**config.mk**
```make
export PLATFORM = sky130hd
export DESIGN_NAME = lcd_write_engine
export DESIGN_NICKNAME = d
export VERILOG_FILES = /design/src/rtl/lcd_write_engine.sv
export SDC_FILE = /design/constraint.sdc
export NUM_CORES = 1
export LEC_CHECK = 0
export ABC_AREA = 1
export BUFFER_PORTS_ARGS = -buffer_cell sky130_fd_sc_hd__buf_2
export CAP_MARGIN = 15
export CORE_ASPECT_RATIO = 0.9
export CORE_UTILIZATION = 61
export CTS_CLUSTER_DIAMETER = 100
export DETAILED_ROUTE_END_ITERATION = 10
export PLACE_DENSITY = 0.85
export SETUP_SLACK_MARGIN = 0.5
export SLEW_MARGIN = 10
export SYNTH_ARGS = -nofsm -noshare
export SYNTH_HDL_FRONTEND = slang
export SYNTH_SLANG_ARGS = --single-unit
```
**constraint.sdc**
```tcl
create_clock -name i_clk -period 4 [get_ports i_clk]
set_input_delay 0.4 -clock i_clk [delete_from_list [all_inputs] [get_ports i_clk]]
set_output_delay 0.4 -clock i_clk [all_outputs]
set_load 0.01 [all_outputs]
```
**src/rtl/lcd_write_engine.sv**
```systemverilog
// HD44780 bus-timing engine: one byte per valid/ready handshake, driven with setup/pulse/hold timing
// followed by the controller execution wait. Optional macro LCD_BUSY_POLL_EN swaps the fixed wait for busy-flag polling.
module lcd_write_engine #(
  parameter int SETUP_CYC      = 2,
  parameter int EN_HIGH_CYC    = 12,
  parameter int HOLD_CYC       = 2,
  parameter int SHORT_WAIT_CYC = 2000,
  parameter int LONG_WAIT_CYC  = 82000,
  parameter int POLL_LIMIT     = 4096
) (
  input  logic       i_clk,
  input  logic       i_rst,
  input  logic       i_valid,
  input  logic       i_rs,
  input  logic [7:0] i_data,
  output logic       o_ready,
  output logic       o_done,
  output logic       o_err,
  inout  wire  [7:0] io_LCD_DATA,
  output logic       o_LCD_EN,
  output logic       o_LCD_RS,
  output logic       o_LCD_RW,
  output logic       o_LCD_ON,
  output logic       o_LCD_BLON
);

  localparam int CNT_MAX = (LONG_WAIT_CYC > POLL_LIMIT) ? LONG_WAIT_CYC : POLL_LIMIT;
  localparam int CW      = $clog2(CNT_MAX + 1);

  localparam logic [CW-1:0] SETUP_LD = CW'(SETUP_CYC - 1);
  localparam logic [CW-1:0] EN_LD    = CW'(EN_HIGH_CYC - 1);
  localparam logic [CW-1:0] HOLD_LD  = CW'(HOLD_CYC - 1);

  // Handshake: a request is taken on any rising edge where i_valid & o_ready; inputs are ignored afterwards.
  typedef enum logic [2:0] {
    S_IDLE, S_SETUP, S_PULSE, S_HOLD, S_WAIT, S_PSETUP, S_PPULSE, S_PHOLD
  } state_t;

  state_t        state_q, state_d;
  logic [CW-1:0] cnt_q, cnt_d;
  logic          rs_q, rs_d;
  logic [7:0]    data_q, data_d;
  logic          done_q, done_d;

`ifdef LCD_BUSY_POLL_EN
  localparam int PW = $clog2(POLL_LIMIT + 1);
  logic [PW-1:0] poll_q, poll_d;
  logic          busy_q, busy_d;
  logic          err_q, err_d;
  logic          polling;
`endif

  always_ff @(posedge i_clk) begin
    if (i_rst) begin
      state_q <= S_IDLE;
      cnt_q   <= '0;
      rs_q    <= 1'b0;
      data_q  <= 8'h00;
      done_q  <= 1'b0;
`ifdef LCD_BUSY_POLL_EN
      poll_q  <= '0;
      busy_q  <= 1'b0;
      err_q   <= 1'b0;
`endif
    end else begin
      state_q <= state_d;
      cnt_q   <= cnt_d;
      rs_q    <= rs_d;
      data_q  <= data_d;
      done_q  <= done_d;
`ifdef LCD_BUSY_POLL_EN
      poll_q  <= poll_d;
      busy_q  <= busy_d;
      err_q   <= err_d;
`endif
    end
  end

  always_comb begin
    state_d = state_q;
    cnt_d   = cnt_q;
    rs_d    = rs_q;
    data_d  = data_q;
    done_d  = 1'b0;
`ifdef LCD_BUSY_POLL_EN
    poll_d  = poll_q;
    busy_d  = busy_q;
    err_d   = 1'b0;
`endif
    case (state_q)
      S_IDLE: begin
        if (i_valid) begin
          rs_d    = i_rs;
          data_d  = i_data;
          cnt_d   = SETUP_LD;
          state_d = S_SETUP;
        end
      end
      S_SETUP: begin
        if (cnt_q == '0) begin
          cnt_d   = EN_LD;
          state_d = S_PULSE;
        end else cnt_d = cnt_q - 1'b1;
      end
      S_PULSE: begin
        if (cnt_q == '0) begin
          cnt_d   = HOLD_LD;
          state_d = S_HOLD;
        end else cnt_d = cnt_q - 1'b1;
      end
      S_HOLD: begin
        if (cnt_q == '0) begin
`ifdef LCD_BUSY_POLL_EN
          poll_d  = '0;
          cnt_d   = SETUP_LD;
          state_d = S_PSETUP;
`else
          // Clear and return-home instructions need the long execution time.
          if (!rs_q && (data_q == 8'h01 || data_q == 8'h02 || data_q == 8'h03))
            cnt_d = CW'(LONG_WAIT_CYC - 1);
          else
            cnt_d = CW'(SHORT_WAIT_CYC - 1);
          state_d = S_WAIT;
`endif
        end else cnt_d = cnt_q - 1'b1;
      end
`ifdef LCD_BUSY_POLL_EN
      S_PSETUP: begin
        if (cnt_q == '0) begin
          cnt_d   = EN_LD;
          state_d = S_PPULSE;
        end else cnt_d = cnt_q - 1'b1;
      end
      S_PPULSE: begin
        if (cnt_q == '0) begin
          busy_d  = io_LCD_DATA[7];
          poll_d  = poll_q + 1'b1;
          cnt_d   = HOLD_LD;
          state_d = S_PHOLD;
        end else cnt_d = cnt_q - 1'b1;
      end
      S_PHOLD: begin
        if (cnt_q == '0) begin
          if (!busy_q) begin
            done_d  = 1'b1;
            state_d = S_IDLE;
          end else if (poll_q == PW'(POLL_LIMIT)) begin
            err_d   = 1'b1;
            state_d = S_IDLE;
          end else begin
            cnt_d   = SETUP_LD;
            state_d = S_PSETUP;
          end
        end else cnt_d = cnt_q - 1'b1;
      end
`else
      S_WAIT: begin
        if (cnt_q == '0) begin
          done_d  = 1'b1;
          state_d = S_IDLE;
        end else cnt_d = cnt_q - 1'b1;
      end
`endif
      default: state_d = S_IDLE;
    endcase
  end

  assign o_ready    = (state_q == S_IDLE) & ~i_rst;
  assign o_done     = done_q;
  assign o_LCD_EN   = (state_q == S_PULSE) || (state_q == S_PPULSE);
  assign o_LCD_ON   = ~i_rst;
  assign o_LCD_BLON = ~i_rst;

`ifdef LCD_BUSY_POLL_EN
  assign polling     = (state_q == S_PSETUP) || (state_q == S_PPULSE) || (state_q == S_PHOLD);
  assign o_err       = err_q;
  assign o_LCD_RS    = polling ? 1'b0 : rs_q;
  assign o_LCD_RW    = polling;
  assign io_LCD_DATA = polling ? 8'hzz : data_q;
`else
  assign o_err       = 1'b0;
  assign o_LCD_RS    = rs_q;
  assign o_LCD_RW    = 1'b0;
  assign io_LCD_DATA = data_q;
`endif

endmodule

```
==> run_results.csv <==
group,metric,value,unit
run_status,status,"complete, no violations",
power_and_ir_drop,power_frac_comb,0.590,
worst_setup_path,r2r_cells,13,
cts,cts.sinks,30,
power_and_ir_drop,irDropWorstVdd,0.498,mV
routing,drc,0,
floorplan,die_x,59.8,µm
power_and_ir_drop,power.clock.fraction,0.162,
power_and_ir_drop,internal_power,1.01,mW
layout,drive_above_1_share,0.164,
layout,finalNetCount,311,
cts,cts.clk_slew.worst_paths,0.10,ns
yosys,synthXorXnorAreaFrac,0.0191,
timing,final-setup-viol-count,0,
worst_setup_path,worstSetupPathType,"reg -> reg",
timing,tightestPinTransition,0.600,ns
timing,fin_hold_ws,0.186,ns
timing,fin_crit,1.85,ns
power_and_ir_drop,power_switching,0.993,mW
timing,finalHoldViolCount,0,
cts,cts_resized,0,
routing,highest_layer,"met4",
floorplan,fp.coreArea,2790,µm²
yosys,synth_fa_ha_area_frac,0.0137,
timing,clock.fmax,542,MHz
layout,instances_no_fill,338,
routing,first_iter_violations,104,
placement,numPortBuffers,17,
yosys,synth_mux_area_frac,0,
global_route,grt_pass1_vias,1530,
power_and_ir_drop,leakagePower,0.986,nW
yosys,synthCells,282,
placement,hpwl,2760,µm
yosys,ys_seq_area_frac,0.328,
power_and_ir_drop,seqPwrFrac,0.247,
floorplan,dieArea,3230,µm²
timing,finClkSkew,0.00561,ns
power_and_ir_drop,pwr_density_cell,991,nW/µm²
routing,drt-total-wl,3820,µm
timing,post-route-period-util,0.461,
worst_setup_path,worst_ep_arrival_time,2.14,ns
global_route,grt_max_degree,20,
worst_setup_path,critPathMaxFanout,13,
cts,cts_root_buffer,"clkbuf_4",
cts,htree_num_levels,2,
layout,multi_input_area,1040,µm²
global_route,grtUsageTotal,0.268,
routing,drt_pre_antenna_iters,4,
placement,gp_congestion,0.865,
cts,ctsHoldBuffers,0,
yosys,synth_compound_area_frac,0.131,
timing,slew_viol_final,0,
cts,cts_inserted_buffers,5,
yosys,syn_area,1830,µm²
cts,cts_setup_buffers,0,
cts,cts_tree,"done",
routing,vias,1703,
global_route,grt_antenna_before_repair,0,
routing,routedWlPerCell,11.3,µm
placement,dp_cells,330,
power_and_ir_drop,switching_share,0.496,
yosys,yosys_warnings,0,
yosys,synth-simple-area-share,0.402,
min_path,min_path_cells,2,
layout,final_common_cell,"nand2_1",
run,cap_violations,0,
worst_setup_path,cp.required,4.29,ns
min_path,hold_path.class,"in -> reg",
floorplan,start_util,0.656,
timing,maxSlewHeadroom,0.597,
global_route,grt_overflow,0,
yosys,ys_types,33,
cts,clk_latency,0.34,ns
worst_setup_path,cp-start-kind,"register",
yosys,synth_top_family_by_area,"simple AND/OR/NAND/NOR gates",
floorplan,fp-row-count,18,
yosys,ys_ff_latch,30,
layout,final_cell_mix,"98 x nand2_1, 31 x inv_1, 30 x dfxtp_1, 24 x nor2_1, 22 x a21oi_1",
layout,syn2layout_area_growth,10.2,%
routing,dr_wl_met2,1710,µm
layout,nFillCells,258,
layout,seqCellArea,601,µm²
worst_setup_path,end_kind,"register",
routing,drt-vias-per-instance,5.04,
timing,final.setup.tns,0,ns
global_route,grt_pass1_wl,6350,µm
floorplan,ioPinCount,28,
routing,drt-met1-wl,1850,µm
routing,postRouteAntennaNets,0,
cts,clock_path_buffers,2,
yosys,synth.avg_cell_area,6.50,µm²
timing,rsz0062_at_grt,"false",
routing,met3_length,193,µm
floorplan,die_h,54.0,µm
layout,antennaDiodeCount,0,
synthesized netlist by cell type:
master	count	area [µm²]
a211oi_1	3	22.5
a21boi_2	1	11.3
a21oi_1	22	110
a21oi_2	3	26.3
buf_2	2	10.0
buf_4	4	30.0
buf_6	1	11.3
clkbuf_1	3	11.3
conb_1	1	3.75
dfxtp_1	30	601
ha_1	2	25.0
inv_1	31	116
inv_2	3	11.3
nand2_1	98	368
nand2_2	2	12.5
nand2_4	4	45.0
nand2_8	1	20.0
nand3_1	10	50.1
nand3_2	1	10.0
nand3b_1	2	15.0
nand4_1	3	18.8
nor2_1	24	90.1
nor2_2	4	25.0
nor2_4	4	45.0
nor3_1	3	15.0
nor3_2	1	10.0
nor4_1	1	6.26
o21ai_0	10	50.1
o21ai_1	1	5.00
o21bai_1	2	15.0
or2_1	1	6.26
xnor2_1	2	17.5
xor2_1	2	17.5
logic make-up (layout without fill, tap and decap cells):
family,after synthesis,after routing
AO/OA/AOI/OAI,42,42
XOR/XNOR,4,4
flip-flops,30,30
adder cells (fa/ha/maj),2,2
AND/OR/NAND/NOR,159,159
buffers and inverters,44,59
other,1,2
registers in the layout (all words and copies together), names as in the netlist:
register,count
state_q,3
o_done,1
cnt_q,17
io_LCD_DATA,8
o_LCD_RS,1
metal layers:
layer  vias up  track usage
met1       753        0.332
met3         8       0.0625
met2        35        0.444
met4         0        0.120
met5         -            0
li1        907            -
cell type report:
cell class | count | share of cell area
Multi-Input combinational cell | 209 | 0.517
Sequential cell | 30 | 0.297
Inverter | 34 | 0.0632
Timing Repair Buffer | 17 | 0.0421
Clock inverter | 2 | 0.0297
Clock buffer | 6 | 0.0254
Tap cell | 40 | 0.0248
path summary, 6_finish.rpt:
check / startpoint / endpoint / slack, ns
hold reg to reg: o_LCD_RS / o_LCD_RS / 0.47
setup / recovery: cnt_q[0] / cnt_q[15] / 2.15
hold / removal: io_LCD_DATA[6] / io_LCD_DATA[6] / 0.19
setup reg to reg: cnt_q[0] / cnt_q[15] / 2.15
power by group through the flow:
stage                     Sequential, mW  Clock, mW  Combinational (mW)
final                              0.495      0.325                1.18
after global routing               0.507      0.339                1.35
after CTS                          0.494      0.332                1.18
after detailed placement           0.499          0                1.17
after global placement             0.499          0                1.15
after floorplan                    0.473          0                1.01
worst max-delay path, cell delays in order (launching register included):
cell and delay [ns]:
dfxtp_1 0.32, inv_1 0.09, ha_1 0.21, inv_1 0.05
nor2_1 0.03, nand2_1 0.10, nor2_4 0.06, nand2_4 0.08
nand2_4 0.06, a21boi_2 0.50, nand2_1 0.10, nand2_1 0.08
nand2_1 0.05, nor2_1 0.08
stage by stage:
stage	power [mW]	util	worst slack (ns)	cell area, µm²
2_1_floorplan	1.48	-	2.46	1840
3_3_place_gp	1.65	0.683	2.20	1910
3_5_place_dp	1.67	0.683	2.17	1910
4_1_cts	2.00	0.723	2.15	2020
5_1_grt	2.20	0.723	1.93	2020
6_report	2.00	0.723	2.15	2020
(Power assumes the default switching activity.)
